`config.mk`:
```
export PLATFORM = sky130hd
export DESIGN_NAME = dac_axi_arbiter_flat
export DESIGN_NICKNAME = d
export VERILOG_FILES = /design/src/rtl/dac_axi_arbiter_if.sv /design/src/rtl/dac_axi_arbiter.sv /design/src/flat_wrapper.sv
export SDC_FILE = /design/constraint.sdc
export NUM_CORES = 1
export LEC_CHECK = 0
export ABC_AREA = 1
export CAP_MARGIN = 20
export CORE_ASPECT_RATIO = 0.6
export CORE_MARGIN = 4
export CORE_UTILIZATION = 47
export DETAILED_ROUTE_END_ITERATION = 8
export PLACE_DENSITY = 0.87
export SLEW_MARGIN = 40
export SYNTH_ARGS = -nofsm -noshare
export SYNTH_HDL_FRONTEND = slang
export SYNTH_SLANG_ARGS = --single-unit
```
`constraint.sdc`:
```
create_clock -name CLK -period 3.7 [get_ports CLK]
set_input_delay 0.74 -clock CLK [delete_from_list [all_inputs] [get_ports CLK]]
set_output_delay 0.74 -clock CLK [all_outputs]
set_load 0.05 [all_outputs]
```
`src/rtl/dac_axi_arbiter_if.sv`:
```
// AXI4-Lite write channel (AW, W, B) between the DAC sample arbiter and the DAC slave.
interface dac_axi_arbiter_if;
    logic        AWVALID;
    logic [31:0] AWADDR;
    logic        AWREADY;
    logic        WVALID;
    logic [31:0] WDATA;
    logic [3:0]  WSTRB;
    logic        WREADY;
    logic        BVALID;
    logic        BREADY;

    modport master (
        output AWVALID, AWADDR, WVALID, WDATA, WSTRB, BREADY,
        input  AWREADY, WREADY, BVALID
    );

    modport slave (
        input  AWVALID, AWADDR, WVALID, WDATA, WSTRB, BREADY,
        output AWREADY, WREADY, BVALID
    );
endinterface

```
`src/rtl/dac_axi_arbiter.sv`:
```
// Round-robin arbiter: one AXI4-Lite write per grant. REQ->DONE is 4 cycles plus slave delays.
// Holds AWVALID/WVALID until each ready is seen; a watchdog aborts after TIMEOUT cycles without B.
module dac_axi_arbiter #(
    parameter int          NREQ      = 4,
    parameter logic [31:0] BASE_ADDR = 32'h0000_0000,
    parameter int          TIMEOUT   = 64
) (
    input  logic                 CLK,
    input  logic                 RST,
    input  logic [NREQ-1:0]      REQ,
    input  logic [12*NREQ-1:0]   SAMPLE,
    output logic [NREQ-1:0]      GNT,
    output logic [NREQ-1:0]      DONE,
    output logic                 ERR,
    input  logic                 ERR_CLR,
    output logic                 BUSY,
    dac_axi_arbiter_if.master    axi
);
    localparam int         PW       = $clog2(NREQ);
    localparam logic [1:0] S_IDLE   = 2'd0;
    localparam logic [1:0] S_ADDR   = 2'd1;
    localparam logic [1:0] S_RESP   = 2'd2;
    localparam logic [1:0] S_FIN    = 2'd3;
    localparam logic [15:0] CNT_LAST = 16'(TIMEOUT - 1);

    logic [1:0]      state;
    logic [PW-1:0]   ptr;
    logic [PW-1:0]   own_q;
    logic [NREQ-1:0] gnt_q;
    logic [11:0]     smp_q;
    logic            aw_vld_q;
    logic            w_vld_q;
    logic [15:0]     cnt;
    logic            err_q;

    logic            win_found;
    logic [PW-1:0]   win_idx;
    logic [PW-1:0]   cand;

    // First requester after the last winner, wrapping modulo NREQ.
    always_comb begin
        win_found = 1'b0;
        win_idx   = '0;
        cand      = '0;
        for (int k = 1; k <= NREQ; k++) begin
            cand = PW'((int'(ptr) + k) % NREQ);
            if (!win_found && REQ[cand]) begin
                win_found = 1'b1;
                win_idx   = cand;
            end
        end
    end

    logic aw_hs;
    logic w_hs;
    logic addr_fin;
    logic timeout;

    assign aw_hs    = aw_vld_q & axi.AWREADY;
    assign w_hs     = w_vld_q & axi.WREADY;
    assign addr_fin = (!aw_vld_q || axi.AWREADY) && (!w_vld_q || axi.WREADY);
    // A handshake that finishes the phase in the last allowed cycle takes precedence over the abort.
    assign timeout  = (cnt >= CNT_LAST) &&
                      (((state == S_ADDR) && !addr_fin) || ((state == S_RESP) && !axi.BVALID));

    always_ff @(posedge CLK or negedge RST) begin
        if (!RST) begin
            state    <= S_IDLE;
            ptr      <= PW'(NREQ - 1);
            own_q    <= '0;
            gnt_q    <= '0;
            smp_q    <= '0;
            aw_vld_q <= 1'b0;
            w_vld_q  <= 1'b0;
            cnt      <= '0;
            err_q    <= 1'b0;
        end else begin
            if (timeout) begin
                err_q <= 1'b1;
            end else if (ERR_CLR) begin
                err_q <= 1'b0;
            end

            case (state)
                S_IDLE: begin
                    if (win_found) begin
                        gnt_q    <= {{(NREQ-1){1'b0}}, 1'b1} << win_idx;
                        own_q    <= win_idx;
                        smp_q    <= SAMPLE[12*int'(win_idx) +: 12];
                        aw_vld_q <= 1'b1;
                        w_vld_q  <= 1'b1;
                        cnt      <= '0;
                        state    <= S_ADDR;
                    end
                end
                S_ADDR: begin
                    cnt <= cnt + 16'd1;
                    if (aw_hs) aw_vld_q <= 1'b0;
                    if (w_hs)  w_vld_q  <= 1'b0;
                    if (timeout) begin
                        aw_vld_q <= 1'b0;
                        w_vld_q  <= 1'b0;
                        state    <= S_FIN;
                    end else if (addr_fin) begin
                        state <= S_RESP;
                    end
                end
                S_RESP: begin
                    cnt <= cnt + 16'd1;
                    if (axi.BVALID || timeout) begin
                        state <= S_FIN;
                    end
                end
                S_FIN: begin
                    gnt_q <= '0;
                    ptr   <= own_q;
                    state <= S_IDLE;
                end
                default: state <= S_IDLE;
            endcase
        end
    end

    assign GNT         = gnt_q;
    assign DONE        = (state == S_FIN) ? gnt_q : '0;
    assign BUSY        = (state != S_IDLE);
    assign ERR         = err_q;
    assign axi.AWVALID = aw_vld_q;
    assign axi.AWADDR  = BASE_ADDR;
    assign axi.WVALID  = w_vld_q;
    assign axi.WDATA   = {20'b0, smp_q};
    assign axi.WSTRB   = 4'hF;
    assign axi.BREADY  = (state == S_RESP);
endmodule

```
`src/flat_wrapper.sv`:
```
// flat-port wrapper written by rule: the top's interface ports become plain ports
module dac_axi_arbiter_flat 
#(
    parameter int          NREQ      = 4,
    parameter logic [31:0] BASE_ADDR = 32'h0000_0000,
    parameter int          TIMEOUT   = 64
)
  (CLK, RST, REQ, SAMPLE, GNT, DONE, ERR, ERR_CLR, BUSY, axi_AWVALID, axi_AWADDR, axi_WVALID, axi_WDATA, axi_WSTRB, axi_BREADY, axi_AWREADY, axi_WREADY, axi_BVALID);
  dac_axi_arbiter_if axi_i ();
  input  logic CLK;
  input  logic RST;
  input  logic [NREQ-1:0] REQ;
  input  logic [12*NREQ-1:0] SAMPLE;
  output logic [NREQ-1:0] GNT;
  output logic [NREQ-1:0] DONE;
  output logic ERR;
  input  logic ERR_CLR;
  output logic BUSY;
  output wire logic [$bits(axi_i.AWVALID)-1:0] axi_AWVALID;
  output wire logic [$bits(axi_i.AWADDR)-1:0] axi_AWADDR;
  output wire logic [$bits(axi_i.WVALID)-1:0] axi_WVALID;
  output wire logic [$bits(axi_i.WDATA)-1:0] axi_WDATA;
  output wire logic [$bits(axi_i.WSTRB)-1:0] axi_WSTRB;
  output wire logic [$bits(axi_i.BREADY)-1:0] axi_BREADY;
  input wire logic [$bits(axi_i.AWREADY)-1:0] axi_AWREADY;
  input wire logic [$bits(axi_i.WREADY)-1:0] axi_WREADY;
  input wire logic [$bits(axi_i.BVALID)-1:0] axi_BVALID;
  assign axi_AWVALID = axi_i.AWVALID;
  assign axi_AWADDR = axi_i.AWADDR;
  assign axi_WVALID = axi_i.WVALID;
  assign axi_WDATA = axi_i.WDATA;
  assign axi_WSTRB = axi_i.WSTRB;
  assign axi_BREADY = axi_i.BREADY;
  assign axi_i.AWREADY = axi_AWREADY;
  assign axi_i.WREADY = axi_WREADY;
  assign axi_i.BVALID = axi_BVALID;
  dac_axi_arbiter #(.NREQ(NREQ), .BASE_ADDR(BASE_ADDR), .TIMEOUT(TIMEOUT)) u_core (.CLK(CLK), .RST(RST), .REQ(REQ), .SAMPLE(SAMPLE), .GNT(GNT), .DONE(DONE), .ERR(ERR), .ERR_CLR(ERR_CLR), .BUSY(BUSY), .axi(axi_i));
endmodule
```
==> reports/results.txt, run 1 <==
Cell count after synthesis: 496
Total GRT Usage: 20.03%
Switching Share: 56.66%
DP Area: 0.003886 mm2
Seq pwr share: 20.0%
Die ar.: 0.008389 mm2
Post-route cell area: 0.004029 mm2
Met1 Resource Use GR: 28.16%
Drt pass-1 iters: 4
Post-Syn Area: 0.003266 mm2
Post-route DRC: 0
Ys async rst share: 100.0%
Hold crit path type: primary input to async pin
Seq cells post-synth: 41
Remaining Overflow, GRT: 0
Fillers: 609
Top-area cell type share of the netlist area: 29.89%
Total power per unit cell area: 912.3 mW/mm2
Post-synth EDFFs: 0
Commonest non-fill, non-tap cells in the layout: 205 x nand2_1, 81 x clkdlybuf4s50_1, 56 x conb_1
Num rows: 23
Slew HR: 48.67%
Clock-pin slew on the worst setup and hold paths: 0.06 ns
Antenna viol nets, final: 0
Reg-to-Reg End: u_core.smp_q[4]
Power share of the clock group: 11.7%
Drt via density: 4.930
H-tree levels: 2
Cell Int Power: 1593 uW
Fmax: 356.6 MHz
Critical Path AT: 2.06 ns
Global-route wire length before repair: 13.58 mm
Leakage: 0.002081 uW
Clk_skew: 0.002403 ns
RSZ-0062 raised after global routing: no
Endpoints failing setup: 0
Commonest non-fill, non-tap cell in the layout: nand2_1
Leading area contributor after synthesis: dfrtp_1
Largest net degree at the start of global routing: 42
Reg2reg start: u_core.ptr[1]
Core area: 0.006705 mm2
Final nets: 631
Area of the multi-input gates: 0.001759 mm2
GP Congestion: 0.9093
Clk_lat worst skew: 0.28 ns
Storage element area: 0.001028 mm2
Die Height: 72.57 um
Crit start category: flop
Worst Setup End Kind: output pin
Slew Limit Fails: 0
Fin. Hold Viols: 0
Met2 Use GR: 33.01%
Synth top area cells: dfrtp_1 30%, nand2_1 24%, buf_4 14%, nand3_1 6.4%, inv_1 4.1%
Initial antenna violation count: 0
Via count: 3229
Comb pwr share: 68.3%
Syn-to-layout area delta: 23.37%
M3 GR Usage: 3.417%
CTS tree: built
Ys flop type: dfrtp_1
Status: finished, final reports clean
Share of cells above drive strength 1: 4.930%
WL final: 8.467 mm
Gr busiest metal: met2
CTS sink cnt: 41
Worst reg-to-reg setup slack: 1.26 ns
Avg Synthesized Cell Area: 6.584 um2
Post-CTS setup buffers: 0
Setup TNS: 0 ns
# resized after CTS: 0
DIE WIDTH: 115.6 um
I/O pins: 139
Clock Tree Buf Depth: 2
Initial Utilization: 48.70%
R2R cell count: 15
Port bufs: 82
Pre-CTS setup slack: 0.7687 ns
Final worst setup slack: 0.8959 ns
Syn. warnings: 0
Post-layout minimum cycle time: 2.804 ns
Drt initial violations: 234
Cts hold-fix bufs: 0
Final HPWL DP: 6.598 mm
Vias in the first global route: 2879
Avg WL per Cell: 12.93 um
CP required: 2.96 ns
Worst Tran Pin Value: 0.7699 ns
Critical path type: flop to output pin
Net Sw Power: 2082 uW
Max-cap violation count: 0
Post-synthesis sequential area ratio: 31.49%
Worst VDD drop: 523.0 uV
Antenna diode count: 0
Final Cycle Share: 75.79%
Synth cell types: 32
CP max FO: 9
Cts bufs inserted: 5
Root buf cell: clkbuf_16
[layer usage]
| metal | vias to the layer above | wire (um) |
|---|---|---|
| li1 | 1599 | - |
| met1 | 1483 | 3790 |
| met2 | 136 | 3894 |
| met3 | 11 | 696 |
| met4 | 0 | 85 |
| met5 | - | 0 |
[cells by family after synthesis]
family	synth area share (%)
xor gates and xnor gates	1.341
and+or+nand+nor	37.59
DFF	31.49
adders and majority gates	1.916
other	0.2300
AOI/OAI and AO/OA	6.590
buffers and inverters	20.84
[sequential cells by signal, summed over array words and instances (netlist names)]
name,count
u_core.axi.WVALID,1
u_core.axi.AWVALID,1
u_core.cnt,16
u_core.ERR,1
u_core.ptr,2
u_core.smp_q,12
u_core.state,2
u_core.own_q,2
u_core.GNT,4
[through the flow]
step | hold slack (ns) | std cells | total power (uW) | util [%]
CTS | 0.4597 | 655 | 3660 | 60.09
finish | 0.4375 | 655 | 3675 | 60.09
global route | 0.4853 | 655 | 3981 | 60.09
global placement | 0.4636 | 648 | 3140 | 57.92
detailed placement | 0.4721 | 648 | 3227 | 57.96
floorplan | 0.4444 | 550 | 2753 | -
[power by group through the flow]
stage | combinational (uW) | sequential [uW] | clock (uW)
2_1_floorplan | 1770 | 983 | 0
3_3_place_gp | 2420 | 725 | 0
3_5_place_dp | 2490 | 733 | 0
4_1_cts | 2500 | 728 | 432
5_1_grt | 2780 | 751 | 455
6_report | 2510 | 735 | 431
[area by class of cell]
cell class	count	area share (%)
timing repair buffer	83	20.50
clock buffer	7	3.540
inverter	43	4.068
multi-input combinational	394	43.66
sequential	41	25.53
tap	87	2.702
[worst max-delay path, stage by stage, from the launching register on]
cell	delay, ns
dfrtp_1	0.41
ha_1	0.39
nand2_1	0.11
inv_1	0.07
clkdlybuf4s50_1	0.80
[Yosys cell counts (all sizes together), types with 4 or more instances]
cell,instances
o22ai,7
o21ai,21
dfrtp,39
nand3,44
ha,5
buf,70
nand4,7
nor3,6
inv,43
xor2,5
nor2,17
nand2,211
nor4,4
a21oi,8
[how the worst max path moves through the flow]
| stage | from | to | slack, ns |
|---|---|---|---|
| floorplan | REQ[2] | u_core.smp_q[0] | 1.75 |
| detailed placement | REQ[2] | u_core.smp_q[4] | 0.77 |
| finish | u_core.state[1] | DONE[2] | 0.90 |
| global route | REQ[2] | u_core.smp_q[10] | 0.75 |
| CTS | u_core.state[0] | BUSY | 0.90 |
| global placement | REQ[2] | u_core.smp_q[3] | 0.90 |
(Power assumes the default switching activity.)
==> run 2, diff against run 1 <==
CORE_UTILIZATION = 39   (was 47)
PLACE_DENSITY = 0.77   (was 0.87)
clock period = 2.3 ns   (was 3.7 ns; I/O delays follow)
==> reports/results.txt, run 2 (synthesis gave the netlist of run 1 again) <==
Status: finished, final reports clean
Reg with most FFs: u_core.cnt
Root buf cell: clkbuf_16
Net Sw Power: 3490 uW
Post-route cell area: 0.004183 mm2
RSZ-0062 raised after global routing: no
Critical Path AT: 2.26 ns
Clk_skew: 0.004752 ns
H-tree levels: 2
Share of cells above drive strength 1: 8.733%
CP max FO: 24
Critical path type: flop to flop
Total power per unit cell area: 1522 mW/mm2
Cts bufs inserted: 5
Final nets: 646
Power share of the clock group: 10.7%
Commonest non-fill, non-tap cell in the layout: nand2_1
Port bufs: 82
Drt initial violations: 266
Fin. Hold Viols: 0
Commonest non-fill, non-tap cells in the layout: 205 x nand2_1, 75 x clkdlybuf4s50_1, 56 x conb_1
Post-route DRC: 0
Endpoints failing setup: 0
CP required: 2.48 ns
Post-layout minimum cycle time: 2.087 ns
Clock-pin slew on the worst setup and hold paths: 0.06 ns
Total Power: 6365 uW
Worst Tran Pin Value: 0.6320 ns
Syn-to-layout area delta: 28.08%
Drt via density: 4.717
Slew Limit Fails: 0
GP Congestion: 0.8678
CTS tree: built
CTS sink cnt: 41
Die ar.: 0.009950 mm2
Pre-CTS setup slack: -0.01920 ns
Clk_lat worst skew: 0.28 ns
Vias in the first global route: 2895
DP Area: 0.004033 mm2
Avg WL per Cell: 13.10 um
Core area: 0.008008 mm2
Fmax: 479.2 MHz
Antenna diode count: 0
Post-Layout Cell Count: 692
Initial Utilization: 40.78%
Remaining Overflow, GRT: 0
Crit. Startpoint: u_core.ptr[0]
Worst VDD drop: 587.3 uV
Global-route wire length before repair: 14.48 mm
Comb pwr share: 70.7%
Reg2reg start: u_core.ptr[0]
Worst Setup End Kind: flop
Antenna viol nets, final: 0
Post-CTS setup buffers: 0
Total GRT Usage: 17.87%
Drt pass-1 iters: 5
Final worst setup slack: 0.2134 ns
Number of flip-flops in the largest register: 16
Placed cells: 684
Die Height: 78.88 um
Smallest hold slack: 0.1955 ns
Via count: 3264
DIE WIDTH: 126.1 um
Max-cap violation count: 0
Leakage: 0.002172 uW
Slew HR: 57.87%
WL final: 9.062 mm
Final Cycle Share: 90.72%
Seq pwr share: 18.6%
I/O pins: 139
Cell Int Power: 2875 uW
Switching Share: 54.84%
Crit start category: flop
Largest net degree at the start of global routing: 28
Clock Tree Buf Depth: 2
Num rows: 25
Final HPWL DP: 7.516 mm
Hold crit path type: primary input to async pin
Initial antenna violation count: 0
## run 2: changes by cell type in the layout (fill, tap and decap cells not counted)
cell | previous run | this run
buf_12 | 0 | 2
clkbuf_1 | 1 | 0
clkdlybuf4s50_1 | 81 | 75
clkinvlp_4 | 0 | 1
nand3_4 | 1 | 2
clkinv_2 | 0 | 2
nand3_2 | 1 | 0
buf_2 | 0 | 1
clkbuf_8 | 1 | 0
buf_4 | 2 | 20
## run 2: worst paths after layout
check	cells after the start	endpoint	slack, ns
max in group asynchronous	2	u_core.cnt[15]	1.54
worst max register to register	14	u_core.smp_q[5]	0.21
min in group CLK	2	u_core.smp_q[0]	0.48
worst max-delay path	14	u_core.smp_q[5]	0.21
worst min register to register	2	u_core.smp_q[0]	0.48
worst min-delay path	1	u_core.ERR	0.20
## run 2: routing by layer
| layer | part of all wire (%) | global-route usage [%] | wire [um] | up-vias |
|---|---|---|---|---|
| li1 | - | - | - | 1629 |
| met2 | 42 | 26.09 | 3830 | 137 |
| met3 | 9.1 | 3.495 | 828 | 9 |
| met5 | 0 | 0 | 0 | - |
| met4 | 0.71 | 2.998 | 64 | 0 |
| met1 | 48 | 27.49 | 4340 | 1489 |
## run 2: power groups by stage
stage	combinational (uW)	clock, uW	sequential [uW]
5_1_grt	4990	724	1220
2_1_floorplan	2850	0	1580
4_1_cts	4470	695	1180
3_5_place_dp	4460	0	1190
3_3_place_gp	4370	0	1190
6_report	4500	682	1180
## run 2: worst max-delay path, cell delays in order (launching register included)
cell and delay [ns]:
dfstp_2 0.63, inv_4 0.08, nand2_1 0.08, nand2_2 0.07
nand2_1 0.10, nand2_2 0.09, nor2_4 0.17, nand3_4 0.12
buf_4 0.23, nand3_1 0.10, nand2_1 0.06, nand2_1 0.08
nand2_1 0.07, nand2_1 0.06, nand2_1 0.04
## run 2: cell type report
type                    instances  area (um2)
fillers                       800        3825
multi-input cells             394        1767
flip-flops and latches         41        1028
repair buffers                 98       945.9
inverters                      43       163.9
well taps                     108       135.1
clock buffers                   5       125.1
clock inverters                 3       17.52
## run 2: what timing repair did
| item | in CTS | in global routing |
|---|---|---|
| endpoints found under the setup margin | 0 | 3 |
| resized for setup | 0 | 1 |
| hold endpoints to repair | 0 | 0 |
| hold buffers | 0 | 0 |
## run 2: through the flow
stage | util (%) | setup TNS, ns
2_1_floorplan | - | 0
3_3_place_gp | 50.36 | 0
3_5_place_dp | 50.36 | -0.02452
4_1_cts | 52.14 | 0
5_1_grt | 52.23 | 0
6_report | 52.23 | 0
